File: config.mk
export PLATFORM = sky130hd
export DESIGN_NAME = unidad_busqueda
export DESIGN_NICKNAME = d
export VERILOG_FILES = /design/src/rtl/unidad_busqueda.sv
export SDC_FILE = /design/constraint.sdc
export NUM_CORES = 1
export LEC_CHECK = 0
export ABC_AREA = 1
export CORE_AREA = 2 2 78 80
export DETAILED_ROUTE_END_ITERATION = 6
export DIE_AREA = 0 0 80 82
export HOLD_SLACK_MARGIN = 0.15
export PLACE_DENSITY_LB_ADDON = 0.05
export REMOVE_ABC_BUFFERS = 1
export SYNTH_ARGS = -nofsm -noshare
export SYNTH_HDL_FRONTEND = slang
export SYNTH_SLANG_ARGS = --single-unit
export TNS_END_PERCENT = 10
File: constraint.sdc
create_clock -name clk -period 2.47 [get_ports clk]
set_clock_uncertainty 0.05 [all_clocks]
set_input_delay 0.494 -clock clk [delete_from_list [all_inputs] [get_ports clk]]
set_output_delay 0.494 -clock clk [all_outputs]
set_load 0.05 [all_outputs]
File: src/rtl/unidad_busqueda.sv
// Instruction-fetch unit: owns the PC, addresses a combinational instruction
// memory and registers the returned word for decode. Supports stall, redirect and halt.
module unidad_busqueda #(
   parameter int                 ADDR_W    = 6,
   parameter int                 DATA_W    = 32,
   parameter logic [ADDR_W-1:0]  RESET_PC  = '0,
   parameter logic [DATA_W-1:0]  HALT_WORD = '1
) (
   input  logic              clk,
   input  logic              rst_n,
   input  logic              stall,
   input  logic              jump,
   input  logic [ADDR_W-1:0] jump_target,
   input  logic              branch_taken,
   input  logic [ADDR_W-1:0] branch_target,
   output logic [ADDR_W-1:0] direinstru,
   input  logic [DATA_W-1:0] instru,
   output logic [DATA_W-1:0] instr_out,
   output logic [ADDR_W-1:0] pc_out,
   output logic [ADDR_W-1:0] pc_plus1,
   output logic              valid_out,
   output logic              halted
);

   typedef enum logic {FETCH, HALT} state_t;

   state_t            state_q, state_d;
   logic [ADDR_W-1:0] pc_q, pc_d;
   logic [DATA_W-1:0] instr_q, instr_d;
   logic [ADDR_W-1:0] pc_out_q, pc_out_d;
   logic              valid_q, valid_d;
   logic              halted_q, halted_d;

   always_comb begin
      state_d  = state_q;
      pc_d     = pc_q;
      instr_d  = instr_q;
      pc_out_d = pc_out_q;
      valid_d  = valid_q;
      halted_d = halted_q;
      case (state_q)
         FETCH: begin
            // Redirect overrides stall so the wrong-path word is flushed immediately.
            if (jump || branch_taken) begin
               pc_d    = jump ? jump_target : branch_target;
               instr_d = '0;
               valid_d = 1'b0;
            end else if (!stall) begin
               instr_d  = instru;
               pc_out_d = pc_q;
               valid_d  = 1'b1;
               if (instru == HALT_WORD) state_d = HALT;
               else                     pc_d    = pc_q + ADDR_W'(1);
            end
         end
         HALT: begin
            instr_d  = '0;
            valid_d  = 1'b0;
            halted_d = 1'b1;
         end
         default: state_d = FETCH;
      endcase
   end

   always_ff @(posedge clk) begin
      if (!rst_n) begin
         state_q  <= FETCH;
         pc_q     <= RESET_PC;
         instr_q  <= '0;
         pc_out_q <= '0;
         valid_q  <= 1'b0;
         halted_q <= 1'b0;
      end else begin
         state_q  <= state_d;
         pc_q     <= pc_d;
         instr_q  <= instr_d;
         pc_out_q <= pc_out_d;
         valid_q  <= valid_d;
         halted_q <= halted_d;
      end
   end

   assign direinstru = pc_q;
   assign instr_out  = instr_q;
   assign pc_out     = pc_out_q;
   assign pc_plus1   = pc_out_q + ADDR_W'(1);
   assign valid_out  = valid_q;
   assign halted     = halted_q;

endmodule
# Yosys cells after proc, flatten, opt, wreduce, memory -nomap -nowiden

Cells that the tools add are included.

Register bits: 47
Input bits: 49
Output and inout bits: 52
Logic and storage cells: 32

Add/sub/neg operators: 2
Equal/unequal tests: 4
Multiplexer cells: 14
Bitwise gates (word level): 3
Reductions and logical operators: 3

Operators by type and width:

| operator             | count |
|---|---|
| $mux 32              | 2 |
| $pmux 32 s2          | 1 |
| $eq 32x32->1 const B | 1 |
| $mux 6               | 4 |
| $add 6x1->6 const B  | 2 |
| $mux 1               | 6 |
| $reduce_and 3->1     | 2 |
| $ne 3x3->1 const B   | 1 |
| $not 1->1            | 3 |
| $ne 2x1->1 const B   | 1 |
| $ne 2x2->1 const B   | 1 |
| $pmux 1 s2           | 1 |
| $logic_or 1x1->1     | 1 |

# Longest topological paths before layout

Gate-level depths: netlist (run 1).

Depth after elaboration: 5
Depth in mapped cells: 9
Mapped depth without buffers: 9

# Worst setup path after synthesis (run 1)

No wires, ideal clock.

Path type: register to output
From: reg pc_out_q[2] (netlist: pc_out[2])
To: out pc_plus1[5]
Arrival: 1.939 ns
Required time: 1.926 ns
Path slack: -0.013 ns
Stages on the path, launching flop included: 4
Buffers on the path: 0
Path through: dfxtp_1 > nand3_1 > nand3b_1 > xnor2_1

Longest elaborated chain between the ends: 1

Ends and longest elaborated chain:

| what                   | line | RTL |
|---|---|---|
| start, declared        | 30   | `logic [ADDR_W-1:0] pc_out_q, pc_out_d;` |
| start signal, assigned | 77   | `pc_out_q <= pc_out_d;` |
| $add 6x1->6            | 86   | `assign pc_plus1 = pc_out_q + ADDR_W'(1);` |
| end, declared          | 20   | `output logic [ADDR_W-1:0] pc_plus1,` |

No other way between the ends.

# Worst setup path in the final report (run 1)

From: reg pc_out_q[1] (netlist: pc_out[1])
To: out pc_plus1[2]

The elaborated chain is that of the path after synthesis.

==> results.md, run 1 <==
- Unique masters post-synth: 27
- Final setup viols: 0
- Worst reg-to-reg setup slack: 0.93 ns
- TritonCTS Sinks: 47
- Crit Path Class: flop to output pin
- IO Pins: 101
- CP Capture Type: output pin
- Remaining Overflow, GRT: 0
- Hold_sp: halted
- DR vias/cell: 4.994
- CTS Buf Count: 5
- CP Data Required Time: 1.93 ns
- Nets: roughly 440
- Commonest non-fill, non-tap cell in the layout: clkdlybuf4s50_1
- CP endpoint: pc_plus1[2]
- Largest net degree at the start of global routing: 42
- Post-DP Area: 3241 sq um
- Most frequent cells in the layout: clkdlybuf4s50_1, nand2_1, dfxtp_1
- Worst R2R End: instr_out[11]
- Crit start category: flop
- Final Wtd Congestion: between 0.7 and 0.8
- Post-synth EDFFs: 0
- Leak Pwr: 1.227 nW
- Total Power: roughly 0.0018 W
- Critical path data arrival time: 1.83 ns
- Max Cap Viol: 0
- Htree depth: 2
- First-pass GRT wire length: approximately 9.5 mm
- First-pass DRT Iterations: 4
- Die ar.: approximately 6600 sq um
- RSZ-0062 raised after global routing: no
- Final worst-path cycle share: a little over nine tenths
- Post-CTS Hold Fix Bufs: 0
- DP Wirelength: 4.403 mm
- Effective utilization at floorplan: about two fifths
- Synth Cell Area: 2211 sq um
- Final WL: 5.969 mm
- YS warnings: 0
- Routed len/inst: roughly 13 um
- Outcome: finished, final reports clean
- CP startpoint: pc_out[1]
- Post-cts resize count: 0
- Initial DRC count: 81
- DIE HEIGHT: between 80 and 90 um
- Dpl ws: 0.2031 ns
- Final Hold Fails: 0
- Synth area leaders: dfxtp_1, nand2_1, nand4_1, a21oi_1, nor2_1
- PortBufs: 100
- VDD IR max: 0.0002622 V
- Yosys reg bits: 47
- Reg-to-Reg Start: state_q
- Worst r2r path cells: 6
- DR DRC count: 0
- Clk_lat worst skew: approximately 0.29 ns
- Crit path time final: 2.377 ns
- Post-CTS setup buffer count: 0
- Worst relative slew slack: 65.10%
- Average footprint of a synthesized cell: 7.494 sq um
- CTS root buffer: clkbuf_8
- Share of cells above drive strength 1: 7.653%
- Initial antenna violation count: 0
- Core box area: 5746 sq um
- CTS max path bufs: 2
- Worst-path maximum fanout: 4
- N_diodes: 0
- Register area share after synthesis: 42.56%
- Slew of the pin with the lowest slew margin: 0.5218 ns
- Worst setup margin: just over 0.09 ns
- Vias in the first global route: around 2100
- Fin util: between 50 and 60%
- Post-route cell area: 3341 sq um
- FP Rows: 28
- Clock Pin Slew Worst Setup and Hold Paths: 0.08 ns
- Worst Hold Class: flop to flop
- Post-route ant nets: 0
- Die X-Extent: 80 um
- Area added between synthesis and finish: 51.10%
- PwrDens: approximately 530 nW/um^2
- Fmax: around 420 MHz
- Async SR Flop Fraction: 0%
- Gr usage total: 18.20%
- Cell taking the most area after synthesis: dfxtp_1
- Via count: approximately 2300
- Gate Count Post-Synth: 295
- Share of the synthesized area in the top cell type: 42.56%
- Final slew viol count: 0
- Ys flop type: dfxtp_1
- Setup TNS: 0 ns
- CTS tree: built
==> worst min-delay path by stage <==
| stage | end | slack [ns] | cells after the start |
|---|---|---|---|
| 6_report | halted | 0.43 | 2 |
| 5_1_grt | instr_out[16] | 0.46 | 2 |
| 4_1_cts | halted | 0.44 | 2 |
| 3_5_place_dp | halted | 0.42 | 2 |
| 3_3_place_gp | halted | 0.41 | 2 |
| 2_1_floorplan | halted | 0.44 | 2 |
==> through the flow <==
step,std cells,hold slack [ns]
finish,467,0.4316
global route,467,0.4609
CTS,467,0.4408
detailed placement,459,0.4204
global placement,459,0.4108
floorplan,275,0.4431
==> layer usage <==
metal / vias to the layer above / track usage [%] / part of all wire (%) / routed length (um)
met5: - / 0 / 0 / 0
met4: 0 / 6.102 / 1.1 / 63
met3: 5 / 4.615 / 6.3 / 374
met2: 61 / 30.83 / 48 / 2853
met1: 1058 / 22.60 / 45 / 2678
li1: 1208 / - / - / -
==> registers in the layout, indices dropped and copies added (netlist names) <==
signal / cells
valid_out: 1
direinstru: 6
halted: 1
pc_out: 6
instr_out: 32
state_q: 1
==> area by class of cell <==
class	count	area, sq um
Inverter	11	43.79
Multi-Input combinational cell	217	1099
Fill cell	582	2405
Tap cell	75	93.84
Sequential cell	47	940.9
Timing Repair Buffer	109	1064
Clock buffer	8	100.1
==> synthesized netlist by cell type (2+ instances only) <==
library cell / number
dfxtp_1: 47
o21ai_0: 10
o21ai_2: 3
nand3b_1: 2
inv_1: 7
nand3_1: 11
a21oi_1: 43
clkbuf_1: 10
o22ai_1: 2
nand4_1: 35
ha_1: 2
buf_2: 3
xnor2_1: 3
inv_2: 2
nor2_1: 33
nand2_1: 66
buf_6: 6
==> cells by family (layout without fill, tap and decap cells) <==
kind of cell / Yosys count / count (layout) / synth area share [%]
xor+xnor: 4 / 4 / 1.585
simple gates: 152 / 152 / 32.82
buf+inv: 31 / 128 / 7.754
compound gates: 59 / 59 / 14.15
flops: 47 / 47 / 42.56
fa+ha+maj: 2 / 2 / 1.132
==> critical path: stages (launching register included) <==
cell and delay (ns):
dfxtp_1 0.38, ha_1 0.20, xor2_1 0.15, clkdlybuf4s50_1 0.81
==> power by group <==
group | total (W) | switching, W | leakage (nW) | internal [W]
logic | 0.000436 | 0.000259 | 0.791 | 0.000177
registers | 0.000817 | 0.0000285 | 0.384 | 0.000788
clock network | 0.000509 | 0.000253 | 0.0515 | 0.000256
(Power assumes the default switching activity.)
==> inputs of run 2 (changes only) <==
Clock period 2.47 ns to 2.9 ns, I/O delays scaled along.
==> run 2 against run 1 <==
  * Power fell by 19%
  * First-iteration DRC count up 31%
  * Non-clock buffer count fell by 2
  * Wire length is 2.4% lower
  * Count of clock-buffer cells in the layout is 2 lower
  * Sequential power is 15% lower
  * Largest cell class unchanged
==> results.md, run 2 (synthesis results as in run 1) <==
- Leak Pwr: 1.200 nW
- Most frequent cells in the layout: clkdlybuf4s50_1, nand2_1, dfxtp_1
- Largest net degree at the start of global routing: between 40 and 50
- Share of cells above drive strength 1: 6.186%
- Crit start category: flop
- Final WL: 5.823 mm
- Worst relative slew slack: 59.10%
- Crit path time final: 2.642 ns
- Worst setup margin: 0.2581 ns
- Worst-path maximum fanout: 5
- Post-DP Area: 3231 sq um
- Footprint of the multi-input gates: 1099 sq um
- DR DRC count: 0
- DP Wirelength: 4.235 mm
- VDD IR max: roughly 0.00026 V
- Post-cts resize count: 0
- Vias in the first global route: between 2000 and 2500
- Final Hold Fails: 0
- Commonest non-fill, non-tap cell in the layout: clkdlybuf4s50_1
- Outcome: finished, final reports clean
- CP Data Required Time: 2.27 ns
- Worst hold slack: 0.4301 ns
- Total Power: around 0.0014 W
- CTS root buffer: clkbuf_8
- DIE HEIGHT: 82 um
- Via count: 2293
- Max Cap Viol: 0
- Nets: 440
- Setup TNS: 0 ns
- Max incr delay on CP: ~0.81 ns
- Worst r2r path cells: 5
- IO Pins: 101
- Gr usage total: 18.45%
- CTS max path bufs: 2
- PwrDens: 432.8 nW/um^2
- Post-CTS Hold Fix Bufs: 0
- Fill count: 590
- Core box area: approximately 5700 sq um
- Initial antenna violation count: 0
- CTS tree: built
- Hold path cells: 2
- First-pass DRT Iterations: 4
- Slowest cell on crit path: clkdlybuf4s50_1
- Final Wtd Congestion: around 0.78
- Clock Pin Slew Worst Setup and Hold Paths: about 0.080 ns
- Die ar.: 6560 sq um
- Die X-Extent: 80 um
- Crit Path Class: flop to output pin
- TritonCTS Sinks: 47
- PortBufs: 100
- Final setup viols: 0
- N_diodes: 0
- RSZ-0062 raised after global routing: no
- Post-CTS setup buffer count: 0
- Post-route ant nets: 0
- Critical path data arrival time: 2.01 ns
- Final worst-path cycle share: 91.10%
- CP Capture Type: output pin
- Cell Chain, Critical Path: nand3_1 > nand3b_1 > xnor2_1 > clkdlybuf4s50_1
- First-pass GRT wire length: between 9 and 10 mm
- CTS Buf Count: 5
- Slew of the pin with the lowest slew margin: between 0.6 and 0.7 ns
- Dpl ws: 0.4531 ns
- Worst Hold Class: flop to flop
- Fmax: 378.5 MHz
- Clk_lat worst skew: 0.29 ns
- DR vias/cell: 4.952
- Htree depth: 2
- Post-route cell area: 3303 sq um
- Final slew viol count: 0
- FP Rows: 28
- Routed len/inst: 12.58 um
- Max reg flops: 32
- Effective utilization at floorplan: 38.48%
- Area added between synthesis and finish: 49.41%
- Sequential cell area: 940.9 sq um
- Initial DRC count: approximately 110
- Remaining Overflow, GRT: 0
==> run 2: where the power goes <==
part           switching (W)  total [W]  leakage (nW)  internal [W]
clock               0.000203   0.000364        0.0371      0.000161
sequential         0.0000241   0.000696         0.384      0.000671
combinational       0.000220   0.000370         0.779      0.000150
total               0.000447    0.00143          1.20      0.000983
==> run 2: metrics by stage <==
step	cells	util, %
6_report	463	57.49
5_1_grt	463	57.49
4_1_cts	463	57.49
3_5_place_dp	457	56.23
3_3_place_gp	457	56.23
2_1_floorplan	275	-
==> run 2: layout make-up <==
| type | instances | area share (%) |
|---|---|---|
| Inverter | 11 | 1.326 |
| Clock buffer | 6 | 2.197 |
| Tap cell | 75 | 2.841 |
| Multi-Input combinational cell | 217 | 33.26 |
| Sequential cell | 47 | 28.48 |
| Timing Repair Buffer | 107 | 31.89 |
==> run 2: final timing paths <==
kind | slack, ns | end | start
hold reg to reg | 0.43 | halted | halted
setup / recovery | 0.26 | pc_plus1[5] | pc_out[2]
setup reg to reg | 1.06 | instr_out[30] | state_q
hold / removal | 0.43 | halted | halted
==> run 2: routing by layer <==
layer,global-route usage [%],up-vias,part of all wire (%)
li1,-,1199,-
met1,21.84,1017,46
met2,31.25,68,45
met3,5.604,9,7.3
met4,7.458,0,1.8
met5,0,-,0
==> run 2: worst max-delay path: cells and delay by family, from the launching register on <==
kind	cells	cell delay [ns]
DFF	1	0.42
xor gates and xnor gates	1	0.14
buffers and inverters	1	0.81
and+or+nand+nor	2	0.35
